File: src/rtl/fetch_stage.sv
// Instruction fetch stage: issues pc to a synchronous instruction memory, buffers
// returned words in a 2-entry FIFO and hands them to decode over valid/ready.
module fetch_stage #(
    parameter int unsigned PC_WIDTH    = 6,
    parameter int unsigned INSTR_WIDTH = 24,
    parameter int unsigned FIFO_DEPTH  = 2
) (
    input  logic                   clk,
    input  logic                   reset,
    input  logic [PC_WIDTH-1:0]    pc,
    output logic                   PCincr,
    input  logic                   branch_en,
    output logic [PC_WIDTH-1:0]    imem_addr,
    input  logic [INSTR_WIDTH-1:0] imem_rdata,
    output logic [INSTR_WIDTH-1:0] instr,
    output logic [PC_WIDTH-1:0]    instr_pc,
    output logic                   instr_valid,
    input  logic                   instr_ready
);

    localparam int unsigned CNT_W = $clog2(FIFO_DEPTH + 1);

    typedef struct packed {
        logic [PC_WIDTH-1:0]    pc;
        logic [INSTR_WIDTH-1:0] instr;
    } entry_t;

    entry_t                fifo_q [FIFO_DEPTH];
    logic                  rd_ptr_q;
    logic                  wr_ptr_q;
    logic [CNT_W-1:0]      count_q;
    logic                  inflight_q;
    logic [PC_WIDTH-1:0]   inflight_pc_q;

    logic                  pop;
    logic                  push;
    logic                  issue;
    logic [CNT_W-1:0]      occupancy;

    // Handshake and issue decisions; a slot is free if the FIFO plus the
    // outstanding read leaves room, or if decode drains an entry this cycle.
    always_comb begin
        imem_addr   = pc;
        instr_valid = (count_q != '0) & ~branch_en & ~reset;
        pop         = instr_valid & instr_ready;
        occupancy   = count_q + CNT_W'(inflight_q);
        issue       = ~reset & ~branch_en & ((occupancy < CNT_W'(FIFO_DEPTH)) | pop);
        PCincr      = issue;
        push        = inflight_q & ~branch_en & ~reset;
        instr       = fifo_q[rd_ptr_q].instr;
        instr_pc    = fifo_q[rd_ptr_q].pc;
    end

    always_ff @(posedge clk) begin
        if (reset) begin
            for (int unsigned i = 0; i < FIFO_DEPTH; i++) begin
                fifo_q[i] <= '0;
            end
            rd_ptr_q      <= 1'b0;
            wr_ptr_q      <= 1'b0;
            count_q       <= '0;
            inflight_q    <= 1'b0;
            inflight_pc_q <= '0;
        end else if (branch_en) begin
            // Wrong-path flush: buffered entries and the returning word are dropped
            rd_ptr_q   <= 1'b0;
            wr_ptr_q   <= 1'b0;
            count_q    <= '0;
            inflight_q <= 1'b0;
        end else begin
            inflight_q <= issue;
            if (issue) begin
                inflight_pc_q <= pc;
            end
            if (push) begin
                fifo_q[wr_ptr_q] <= '{pc: inflight_pc_q, instr: imem_rdata};
                wr_ptr_q         <= ~wr_ptr_q;
            end
            if (pop) begin
                rd_ptr_q <= ~rd_ptr_q;
            end
            case ({push, pop})
                2'b10:   count_q <= count_q + CNT_W'(1);
                2'b01:   count_q <= count_q - CNT_W'(1);
                default: count_q <= count_q;
            endcase
        end
    end

endmodule

File: config.mk
export PLATFORM = sky130hd
export DESIGN_NAME = fetch_stage
export DESIGN_NICKNAME = d
export VERILOG_FILES = /design/src/rtl/fetch_stage.sv
export SDC_FILE = /design/constraint.sdc
export NUM_CORES = 1
export LEC_CHECK = 0
export ABC_AREA = 1
export CORE_UTILIZATION = 40
export CTS_CLUSTER_DIAMETER = 200
export DETAILED_ROUTE_END_ITERATION = 16
export HOLD_SLACK_MARGIN = 0.1
export PLACE_DENSITY_LB_ADDON = 0.3
export REMOVE_ABC_BUFFERS = 1
export SLEW_MARGIN = 20
export SYNTH_ARGS = -nofsm -noshare
export SYNTH_HDL_FRONTEND = slang
export SYNTH_SLANG_ARGS = --single-unit
File: constraint.sdc
create_clock -name clk -period 3 [get_ports clk]
set_input_delay 0.6 -clock clk [delete_from_list [all_inputs] [get_ports clk]]
set_output_delay 0.6 -clock clk [all_outputs]
set_load 0.01 [all_outputs]
==> results.md <==
- I/O pins: a little over 70
- CP Capture Type: primary output
- Bufs on Longest Clock Path: 2
- Final setup viols: 0
- Die extent in x: roughly 92 um
- GRT Util Overall: 14.3%
- Final antenna diode count: 0
- Status: completed
- Die area: around 8400 um2
- Hold buffers post-CTS: 0
- # Post-CTS Setup Buffers: 0
- Min cycle time layout: 2.87 ns
- Seq cells post-synth: just over 70
- Quantity of gates resized following cts: 0
- Multi-input logic area: around 900 um2
- I/O Buffers: between 70 and 80
- Final antenna-violating net count: 0
- Placed instance area: roughly 4000 um2
- Cell family with most CP delay: buffers and inverters
- CTS H-tree lvls: 3
- Sequential area share after synthesis: a little over three fifths
- Largest fanout on the critical path: 8
- Peak VDD IR: between 0.2 and 0.25 mV
- Initial antenna violation count: 0
- Largest net degree at the start of global routing: 32
- Yosys top cell by area: edfxtp_1
- Layout net count: 384
- Detailed Routing Iterations Pass 1: 4
- Tcrit/Tclk final: 95.7%
- Post-DR wirelength/cell: around 13 um
- CORE AREA: between 7000 and 8000 um2
- Vias per std cell: ~4.6
- Critical Path Max Stage Delay: approximately 0.53 ns
- Worst min-delay path category: reg2reg
- TritonCTS Buffers: 9
- Most common cell in the netlist: edfxtp_1
- EDFF count, synth: 60
- Clock Sinks: 72
- Hpwl dp: 3700 um
- Hold path start: wr_ptr_q$_SDFFE_PP0P_
- Hold_ws: between 0.4 and 0.5 ns
- Post-Syn Area: 3230 um2
- Setup WS post-layout: ~0.13 ns
- Static Leakage: around 1.7 nW
- Top post-synthesis cells by count: 60 x edfxtp_1, 39 x inv_1, 39 x nor2_1
- CP Data Required Time: 2.40 ns
- Measured slew at the worst slew-check pin: around 0.44 ns
- Fmax: between 300 and 400 MHz
- PwrDens: about 510 nW/um2
- Fillers: about 700
- Critical path class: in2out
- Fin Clk Skew: approximately 0.0028 ns
- Dpl ws: approximately 0.14 ns
- Asr flop ratio synth: 0%
- DRC viols: 0
- Die Height: 91.8 um
- Routed wire length: 5720 um
- Vias in the first global route: 2,040
- Critical Path Source: reset
- Worst setup SP type: primary input
- Cell count after synthesis: 274
- Initial Util: about two fifths
- Sequential cell area: about 2000 um2
- Row cnt: 32
- Final Hold Viols: 0
- First-pass GRT wire length: 9030 um
- Max_slew headroom: 70.4%
- Total number of vias: between 2,000 and 2,500
- Synth Flop Type: edfxtp_1
- Synth top area share: between 50% and 60%
- Root buf cell: clkbuf_8
- Final instance area: roughly 4200 um2
- Worst Path Buf+Inv: 3
- Worst-path clk slew: 0.07 ns
- Area delta synth->final: 30.9%
- Yosys warns: 0
- Top cells by area, synth: edfxtp_1 56%, mux2_2 10%, dfxtp_1 7.4%, nor2_2 5.8%, inv_1 4.5%
- Layout cell share with drive strength beyond 1: 26.0%
- Clk Latency, worst-skew pair: 0.33 ns
- Starting DRT DRC Count: just over 50
- Global placement routability congestion: ~0.79
- Cell variety after synth: 19
- Max-Cap Viols: 0
- TritonCTS clock tree: built
- RSZ-0062 raised after global routing: no
- Grt ovf: 0
- Max-slew violations: 0
- FF-to-FF Start: count_q[0]$_SDFFE_PP0P_
- WP data arrival: around 2.3 ns
- TNS Setup: 0 ns
- Avg Cell Area, Syn: 11.8 um2
- Crit-path cells: clkdlybuf4s50_1 -> nor2_8 -> nand3_2 -> nand2_2 -> nand2_4 -> inv_1 -> clkdlybuf4s50_1
- Slowest CP cell: clkdlybuf4s50_1
- Crit-path most repeated cell: clkdlybuf4s50_1
## final timing paths
kind                                   to  slack (ns)  cells after the start
hold / removal      wr_ptr_q$_SDFFE_PP0P_        0.47                      2
setup reg to reg  count_q[1]$_SDFFE_PP0P_        1.47                     10
setup / recovery                   PCincr        0.13                      7
hold reg to reg     wr_ptr_q$_SDFFE_PP0P_        0.47                      2
## cells by family (layout without fill, tap and decap cells)
logic type,count (synthesis),in the layout,synth area share (%)
DFF,72,72,63.3
and+or+nand+nor,105,105,15.9
AOI/OAI and AO/OA,8,8,1.24
muxes,30,30,10.5
adders and majority gates,1,1,0.388
buffers and inverters,58,138,8.72
## cell usage in the layout (no fill, tap or decap), types with 3 or more instances in the layout
master	count
clkbuf_8	9
inv_1	39
nor2_2	30
clkdlybuf4s50_1	71
nor2_1	39
nand2_1	23
edfxtp_1	60
mux2_2	30
nand3_1	8
dfxtp_1	12
clkinv_2	3
buf_4	10
a21oi_1	6
## area by class of cell
class / instances / area share [%]
Inverter: 41 / 3.64
Sequential cell: 72 / 48.3
Clock buffer: 9 / 2.93
Multi-Input combinational cell: 144 / 21.4
Timing Repair Buffer: 81 / 18.6
Clock inverter: 7 / 2.04
Tap cell: 102 / 3.02
## per-layer routing
metal | track usage, % | share of wire [%]
met5 | 0 | 0
met4 | 7.68 | 1.7
met3 | 3.32 | 5.0
met2 | 24.4 | 49
met1 | 16.6 | 44
## power by group
part	internal, mW	leakage, nW	switching [mW]
Clock	0.461	0.106	0.342
Combinational	0.110	0.875	0.0909
Sequential	1.12	0.720	0.00961
Total	1.69	1.70	0.442
## metrics by stage
step | util, % | total power [mW] | cells
2_1_floorplan | - | 1.23 | 257
3_3_place_gp | 51.7 | 1.35 | 440
3_5_place_dp | 51.7 | 1.36 | 440
4_1_cts | 54.4 | 2.16 | 456
5_1_grt | 54.4 | 2.21 | 456
6_report | 54.4 | 2.13 | 456
## flip-flops by register name (all words and copies together), names as in the netlist, named ones only
register,count
wr_ptr_q,1
fifo_q,60
inflight_pc_q,6
inflight_q,1
count_q,2
rd_ptr_q,1
## worst register-to-register path, delay by kind of cell (launching register included)
family / cells / cell delay, ns
adders and majority gates: 1 / 0.25
and+or+nand+nor: 5 / 0.40
buffers and inverters: 2 / 0.18
AOI/OAI and AO/OA: 2 / 0.23
DFF: 1 / 0.39
Note: power is estimated with default switching activity, not from simulation.
